File: src/rtl/debounce_hold.sv
// Multi-channel switch debouncer: synchroniser, lockout or integrating filter,
// and long-press / auto-repeat strobes. Every channel is an independent copy.
module debounce_hold #(
    parameter int WIDTH        = 4,
    parameter int SYNC_STAGES  = 2,
    parameter int BOUNCE_LIMIT = 1024,
    parameter int MODE         = 0,
    parameter int HOLD_LIMIT   = 0,
    parameter int REPEAT_LIMIT = 0
) (
    input  logic             clk,
    input  logic             rst_n,
    input  logic [WIDTH-1:0] switch_in,
    output logic [WIDTH-1:0] switch_out,
    output logic [WIDTH-1:0] switch_rise,
    output logic [WIDTH-1:0] switch_fall,
    output logic [WIDTH-1:0] switch_hold,
    output logic [WIDTH-1:0] switch_busy
);

    localparam int              BW          = $clog2(BOUNCE_LIMIT);
    localparam logic [BW-1:0]   BOUNCE_LAST = BW'(BOUNCE_LIMIT - 1);

    genvar gi;
    generate
        for (gi = 0; gi < WIDTH; gi++) begin : g_ch
            logic [SYNC_STAGES-1:0] sync_reg;
            logic                   s_q;
            logic [BW-1:0]          cnt_reg, cnt_next;
            logic                   out_reg, out_next;
            logic                   rise_reg, rise_next;
            logic                   fall_reg, fall_next;
            logic                   busy_reg;

            always_ff @(posedge clk or negedge rst_n) begin
                if (!rst_n) begin
                    sync_reg <= '0;
                end else begin
                    sync_reg <= {sync_reg[SYNC_STAGES-2:0], switch_in[gi]};
                end
            end

            assign s_q = sync_reg[SYNC_STAGES-1];

            always_ff @(posedge clk or negedge rst_n) begin
                if (!rst_n) begin
                    cnt_reg  <= '0;
                    out_reg  <= 1'b0;
                    rise_reg <= 1'b0;
                    fall_reg <= 1'b0;
                    busy_reg <= 1'b0;
                end else begin
                    cnt_reg  <= cnt_next;
                    out_reg  <= out_next;
                    rise_reg <= rise_next;
                    fall_reg <= fall_next;
                    busy_reg <= (cnt_next != '0);
                end
            end

            if (MODE == 0) begin : g_lockout
                // Accept the first differing sample, then ignore the input until the count expires.
                always_comb begin
                    cnt_next  = cnt_reg;
                    out_next  = out_reg;
                    rise_next = 1'b0;
                    fall_next = 1'b0;
                    if (cnt_reg == '0) begin
                        if (s_q != out_reg) begin
                            out_next  = s_q;
                            rise_next = s_q;
                            fall_next = ~s_q;
                            cnt_next  = BOUNCE_LAST;
                        end
                    end else begin
                        cnt_next = cnt_reg - 1'b1;
                    end
                end
            end else begin : g_integrate
                // Count consecutive differing samples; any agreeing sample restarts the count.
                always_comb begin
                    cnt_next  = cnt_reg;
                    out_next  = out_reg;
                    rise_next = 1'b0;
                    fall_next = 1'b0;
                    if (s_q == out_reg) begin
                        cnt_next = '0;
                    end else if (cnt_reg == BOUNCE_LAST) begin
                        out_next  = s_q;
                        rise_next = s_q;
                        fall_next = ~s_q;
                        cnt_next  = '0;
                    end else begin
                        cnt_next = cnt_reg + 1'b1;
                    end
                end
            end

            if (HOLD_LIMIT > 0) begin : g_hold
                localparam int            HOLD_MAX    = (HOLD_LIMIT > REPEAT_LIMIT) ? HOLD_LIMIT : REPEAT_LIMIT;
                localparam int            HW          = (HOLD_MAX > 1) ? $clog2(HOLD_MAX) : 1;
                localparam logic [HW-1:0] HOLD_LAST   = HW'(HOLD_LIMIT - 1);
                localparam logic [HW-1:0] REPEAT_LAST = HW'((REPEAT_LIMIT > 0) ? REPEAT_LIMIT - 1 : 0);

                logic [HW-1:0] hcnt_reg, hcnt_next;
                logic          repeat_reg, repeat_next;
                logic          hold_reg, hold_next;

                always_ff @(posedge clk or negedge rst_n) begin
                    if (!rst_n) begin
                        hcnt_reg   <= '0;
                        repeat_reg <= 1'b0;
                        hold_reg   <= 1'b0;
                    end else begin
                        hcnt_reg   <= hcnt_next;
                        repeat_reg <= repeat_next;
                        hold_reg   <= hold_next;
                    end
                end

                // repeat_reg marks that the first strobe has fired; with no repeat period the count freezes there.
                always_comb begin
                    hcnt_next   = hcnt_reg;
                    repeat_next = repeat_reg;
                    hold_next   = 1'b0;
                    if (!out_reg) begin
                        hcnt_next   = '0;
                        repeat_next = 1'b0;
                    end else if (!repeat_reg) begin
                        if (hcnt_reg == HOLD_LAST) begin
                            hold_next   = 1'b1;
                            hcnt_next   = '0;
                            repeat_next = 1'b1;
                        end else begin
                            hcnt_next = hcnt_reg + 1'b1;
                        end
                    end else if (REPEAT_LIMIT > 0) begin
                        if (hcnt_reg == REPEAT_LAST) begin
                            hold_next = 1'b1;
                            hcnt_next = '0;
                        end else begin
                            hcnt_next = hcnt_reg + 1'b1;
                        end
                    end
                end

                assign switch_hold[gi] = hold_reg;
            end else begin : g_no_hold
                assign switch_hold[gi] = 1'b0;
            end

            assign switch_out[gi]  = out_reg;
            assign switch_rise[gi] = rise_reg;
            assign switch_fall[gi] = fall_reg;
            assign switch_busy[gi] = busy_reg;
        end
    endgenerate

endmodule

File: config.mk
export PLATFORM = sky130hd
export DESIGN_NAME = debounce_hold
export DESIGN_NICKNAME = d
export VERILOG_FILES = /design/src/rtl/debounce_hold.sv
export SDC_FILE = /design/constraint.sdc
export NUM_CORES = 1
export LEC_CHECK = 0
export CAP_MARGIN = 20
export CORE_ASPECT_RATIO = 1.2
export CORE_MARGIN = 10
export CORE_UTILIZATION = 26
export DETAILED_ROUTE_END_ITERATION = 10
export GPL_TIMING_DRIVEN = 0
export SLEW_MARGIN = 20
export SYNTH_ARGS = -nofsm -noshare
export SYNTH_HDL_FRONTEND = slang
export SYNTH_SLANG_ARGS = --single-unit
export TNS_END_PERCENT = 50
File: constraint.sdc
create_clock -name clk -period 8 [get_ports clk]
set_clock_uncertainty 0.1 [all_clocks]
set_input_delay 1.6 -clock clk [delete_from_list [all_inputs] [get_ports clk]]
set_output_delay 1.6 -clock clk [all_outputs]
set_load 0.01 [all_outputs]
==> flow_metrics.py, run 1 <==
metrics = {
    "detailed_routing": {
        "wirelength_mm": 6.79,
        "dr.pass1.iters": 4,
        "drtIter0Drc": 152,
        "num_vias": 2618,
        "drc": 0,
        "antenna_left": 0,
        "wl_per_cell_um": 12.4,
        "vias_per_cell": 4.77,
    },
    "sta": {
        "fmax_mhz": 327,
        "maxSlewViolCount": 0,
        "finalCritPeriodShare_pct": 38.3,
        "hold_violations": 0,
        "worst_slew_pin_slew_ns": 0.689,
        "tns_ns": 0,
        "relSlewSlack_pct": 53.7,
        "setup_viol": 0,
        "rsz0062_at_grt": "false",
        "period_minus_slack_ns": 3.06,
    },
    "critical_path": {
        "path_max_fanout": 3,
        "setup.worst_path.start_class": "flip-flop",
        "critPathRequiredTime_ns": 6.30,
        "worstSetupEndpointType": "output pin",
        "critPathArrivalTime_ns": 1.36,
        "critPathKind": "flip-flop to output pin",
    },
    "logic_synthesis": {
        "ys_top_cells_by_area": "dfrtp_1 47%, buf_4 4.4%, ha_1 4.4%",
        "synthMuxAreaShare_pct": 3.04,
        "yosys.area.top_type": "dfrtp_1",
        "postSynthCellCount": 346,
        "synth_compound_area_share_pct": 14.2,
        "netlist.area_leader.share_pct": 47.4,
        "synth-seq-area-share_pct": 47.4,
        "synthesis.area_mm2": 0.00338,
        "ys_ff_latch": 64,
        "synth_cell_types": 57,
        "synthArstFlopShare_pct": 100,
        "synth_edf_count": 0,
        "synth_top_family_by_area": "simple AND/OR/NAND/NOR gates",
        "yosys_most_used_dff": "dfrtp_1",
        "synth.most_common_cell": "dfrtp_1",
        "syn_area_per_cell_um2": 9.76,
        "synth_warnings": 0,
        "yosys.area_share.simple_pct": 21.8,
        "synth_adder_area_share_pct": 4.45,
        "yosys.area_share.xor_xnor_pct": 0.259,
        "ys_top_cells_by_count": "64 x dfrtp_1, 27 x inv_1, 24 x nor2_1, 23 x o21ai_0, 20 x buf_4",
    },
    "power_and_ir_drop": {
        "p_per_area_mw_per_mm2": 324,
        "power_leakage_uw": 0.00173,
        "ir_drop_v": 0.000123,
    },
    "cts": {
        "numCtsBuffers": 9,
        "hold_buffers": 0,
        "cts_max_level": 3,
        "clk_path_buf_depth": 2,
        "clock-sinks": 64,
        "cts_root_buf": "clkbuf_16",
        "post_cts_resized": 0,
        "clkTransAtPathRegs_ns": 0.05,
        "cts_tree": "done",
        "post_cts_buffers": 0,
        "clock_latency_ns": 0.33,
    },
    "placed_design": {
        "place.gp.congestion": 0.843,
        "place_hpwl_mm": 5.04,
        "port_buffers": 21,
        "dpl.cell_count": 535,
    },
    "grt": {
        "first_global_vias": 2590,
        "grtUsageTotal_pct": 8.16,
        "gr-total-overflow": 0,
        "grt_max_degree": 44,
        "antenna_found_initial": 0,
        "grt_pass1_wl_mm": 11.7,
    },
    "cells_and_area": {
        "multiInputGateArea_mm2": 0.00149,
        "fin_nets": 400,
        "register_area_mm2": 0.00160,
        "drive_above_1_share_pct": 11.9,
        "nFillCells": 1309,
        "antenna_cells": 0,
        "largest_reg_flops": 40,
        "areaGrowthSynthToFinish_pct": 20.9,
        "finalNonFillerCells": 549,
    },
    "min_path": {
        "min_path_type": "flip-flop to flip-flop",
    },
    "floorplanning": {
        "die_w_um": 124,
        "initial_core_util_pct": 26.6,
        "die_y_um": 145,
        "design.die.area_mm2": 0.0180,
        "io_pins": 26,
        "rows": 45,
        "core_area_mm2": 0.0127,
    },
    "job": {
        "drv_cap": 0,
    },
    "outcome": {
        "status": "finished clean",
    },
}
layout by cell type, fill, tap and decap left out, drive strengths merged, types with 3 or more instances in the layout:
cell,count
and3,4
clkdlybuf4s50,20
mux2i,8
or3,10
nor3,16
a21oi,15
a31oi,3
clkbuf,21
inv,27
nand2,16
o21ai,25
conb,4
nor2b,3
and2,5
nor2,24
or4b,5
nand2b,9
dfrtp,64
or4,9
o31ai,4
nand3b,3
ha,12
nand3,6
buf,23
a21o,4
a211oi,5
nor4,7
power by group:
| group | total [uW] | internal, uW | leakage, uW | switching [uW] |
|---|---|---|---|---|
| Clock | 344 | 214 | 0.000126 | 131 |
| Sequential | 557 | 433 | 0.000764 | 124 |
| Combinational | 420 | 187 | 0.000840 | 233 |
| Total | 1320 | 833 | 0.00173 | 488 |
worst paths after layout:
check	from	end	slack (ns)	depth (start not counted)
max reg2reg	g_ch[2].cnt_reg[0]	g_ch[2].busy_reg	5.07	8
min reg2reg	g_ch[0].sync_reg[0]	g_ch[0].sync_reg[1]	0.25	0
max	g_ch[0].out_reg	switch_out[0]	4.94	2
max in group asynchronous	rst_n	g_ch[2].sync_reg[1]	6.23	2
min in group asynchronous	rst_n	g_ch[3].cnt_reg[8]	1.06	1
min	g_ch[0].sync_reg[0]	g_ch[0].sync_reg[1]	0.25	0
final cells by class:
type	instances	share of cell area (%)
buffer	29	4.69
clock buffer	13	6.13
clock inverter	1	0.123
inverter	27	2.48
multi-input combinational	229	36.6
sequential	64	39.2
tap	164	5.03
timing repair buffer	22	5.76
routing by layer:
metal  track usage, %  up-vias  part of all wire (%)
li1                 -     1295                     -
met4             3.46        0                   1.9
met5                0        -                     0
met1             9.11     1269                    45
met3             3.41       12                   5.8
met2             13.3       42                    47
logic make-up after synthesis:
family	count (synthesis)
xor gates and xnor gates	1
and+or+nand+nor	127
DFF	64
buffers and inverters	56
other	1
AOI/OAI and AO/OA	75
adders and majority gates	12
muxes	10
stage by stage:
step                total power, uW  hold WS [ns]  util, %  instance area (um^2)  setup slack (ns)
floorplan                       855         0.231        -                  3390              5.35
global placement                956         0.239     30.0                  3800              3.06
detailed placement              978         0.240     30.2                  3830              5.05
CTS                            1330         0.252     32.2                  4080              4.92
global route                   1430         0.263     32.2                  4080              4.76
finish                         1320         0.248     32.2                  4080              4.94
worst max-delay path, stage by stage, from the launching register on:
cell	delay [ns]
dfrtp_1	0.38
buf_4	0.12
clkdlybuf4s50_1	0.53
Note: power is estimated with default switching activity, not from simulation.
==> run 2: changes to the inputs <==
clock period = 2.85 ns   (was 8 ns; I/O delays follow)
==> run 2 against run 1 <==
  * Non-clock buffer count decreased by 2
  * Worst setup slack got worse by 4.8 ns
  * First-iteration DRC count increased by 6.6%
  * Combinational power increased to 3.0 times the previous value
  * Worst hold slack got worse by 0.22 ns
  * Clock power increased to 2.8 times the previous value
  * Global-route usage increased by 0.081 points
  * Critical path depth increased by 6
  * Core utilization increased by 0.49 points
==> flow_metrics.py, run 2 (synthesis results as in run 1) <==
metrics = {
    "critical_path": {
        "startpoint": "g_ch[3].cnt_reg[0]",
        "worstSetupEndpointType": "flip-flop",
        "crit_end": "g_ch[3].busy_reg",
        "r2r-start": "g_ch[3].cnt_reg[0]",
        "r2r_end": "g_ch[3].busy_reg",
        "rr_worst_depth": 8,
        "setup.worst_path.start_class": "flip-flop",
        "critPathKind": "flip-flop to flip-flop",
        "path_max_fanout": 10,
        "critPathArrivalTime_ns": 2.83,
        "rrSetupSlack_ns": 0.13,
        "critPathRequiredTime_ns": 2.95,
    },
    "placed_design": {
        "place.gp.congestion": 0.843,
        "place_hpwl_mm": 5.04,
        "port_buffers": 21,
        "placed_cell_area_mm2": 0.00383,
        "dpl.cell_count": 535,
    },
    "detailed_routing": {
        "wirelength_mm": 6.91,
        "drc": 0,
        "antenna_left": 0,
        "drtIter0Drc": 162,
        "dr.pass1.iters": 4,
        "wl_per_cell_um": 12.6,
        "num_vias": 2612,
        "vias_per_cell": 4.78,
    },
    "power_and_ir_drop": {
        "ir_drop_v": 0.000353,
        "p_total_uw": 3790,
        "power_leakage_uw": 0.00175,
        "p_per_area_mw_per_mm2": 915,
    },
    "floorplanning": {
        "initial_core_util_pct": 26.6,
        "rows": 45,
        "die_y_um": 145,
        "core_area_mm2": 0.0127,
        "io_pins": 26,
        "design.die.area_mm2": 0.0180,
        "die_w_um": 124,
    },
    "cells_and_area": {
        "mostFrequentLayoutCell": "dfrtp_1",
        "fin_nets": 398,
        "finalNonFillerCells": 547,
        "stdcell_area_mm2": 0.00415,
        "final_cell_mix": "64 x dfrtp_1, 25 x inv_1, 24 x nor2_1",
        "largest_reg_flops": 40,
        "nFillCells": 1306,
        "areaGrowthSynthToFinish_pct": 22.8,
        "antenna_cells": 0,
        "drive_above_1_share_pct": 14.6,
    },
    "cts": {
        "cts_tree": "done",
        "clock-sinks": 64,
        "cts_max_level": 3,
        "clk_path_buf_depth": 2,
        "clkTransAtPathRegs_ns": 0.05,
        "cts_root_buf": "clkbuf_16",
        "numCtsBuffers": 9,
        "clock_latency_ns": 0.33,
        "hold_buffers": 0,
        "post_cts_buffers": 0,
    },
    "grt": {
        "antenna_found_initial": 0,
        "grt_pass1_wl_mm": 11.8,
        "grt_max_degree": 44,
        "first_global_vias": 2617,
        "grtUsageTotal_pct": 8.24,
        "gr-total-overflow": 0,
    },
    "job": {
        "drv_cap": 0,
    },
    "sta": {
        "relSlewSlack_pct": 54.3,
        "maxSlewViolCount": 0,
        "setup_viol": 0,
        "finalCritPeriodShare_pct": 95.6,
        "hold_violations": 0,
        "period_minus_slack_ns": 2.72,
        "worst_slew_pin_slew_ns": 0.680,
        "fmax_mhz": 367,
        "rsz0062_at_grt": "true",
    },
    "outcome": {
        "status": "finished clean",
    },
    "min_path": {
        "min_path_type": "primary input to async pin",
    },
}
[run 2: per-layer routing]
| layer | wire, um | vias to the layer above | share of wire [%] | track usage, % |
|---|---|---|---|---|
| li1 | - | 1289 | - | - |
| met1 | 3070 | 1265 | 44 | 9.09 |
| met2 | 3310 | 46 | 48 | 13.7 |
| met3 | 401 | 12 | 5.8 | 3.41 |
| met4 | 128 | 0 | 1.9 | 3.46 |
| met5 | 0 | - | 0 | 0 |
[run 2: worst min path at each step]
stage	to	slack [ns]
floorplan	g_ch[0].busy_reg	0.17
global placement	g_ch[0].sync_reg[1]	0.24
detailed placement	g_ch[0].sync_reg[1]	0.24
CTS	g_ch[3].cnt_reg[8]	0.03
global route	g_ch[3].cnt_reg[8]	0.04
finish	g_ch[3].cnt_reg[8]	0.03
[run 2: cell type report]
cell class	instances	area, um^2	share of cell area (%)
tap	164	205	4.95
inverter	27	101	2.44
buffer	27	184	4.44
sequential	64	1600	38.6
timing repair buffer	22	235	5.67
multi-input combinational	229	1560	37.7
clock buffer	13	250	6.04
clock inverter	1	5.00	0.121
[run 2: worst max-delay path, stage by stage, from the launching register on]
cell and delay [ns]:
dfrtp_1 0.41, inv_2 0.11, ha_4 0.16, or4b_4 0.47, buf_6 0.16, o21ai_1 0.12, nand2_1 0.08, or4_1 0.51
or4_1 0.48
[run 2: power breakdown]
part	switching (uW)	leakage, uW	internal (uW)
logic	696	0.000857	553
clock network	366	0.000126	600
registers	362	0.000764	1210
[run 2: per-stage QoR]
stage	util, %	hold WS, ns	setup TNS, ns	setup slack [ns]
after floorplan	-	0.174	0	0.197
final	32.7	0.0283	0	0.125
after global placement	30.0	0.239	-67.60	-1.06
after CTS	32.4	0.0348	0	0.00861
after global routing	32.7	0.0434	-0.00652	-0.00484
after detailed placement	30.2	0.240	-0.125	-0.0974
[run 2: what timing repair did]
item                                    4_1_cts  5_1_grt
pin swaps                                     0        1
resized for setup                             3       14
endpoints found under the setup margin        2        4
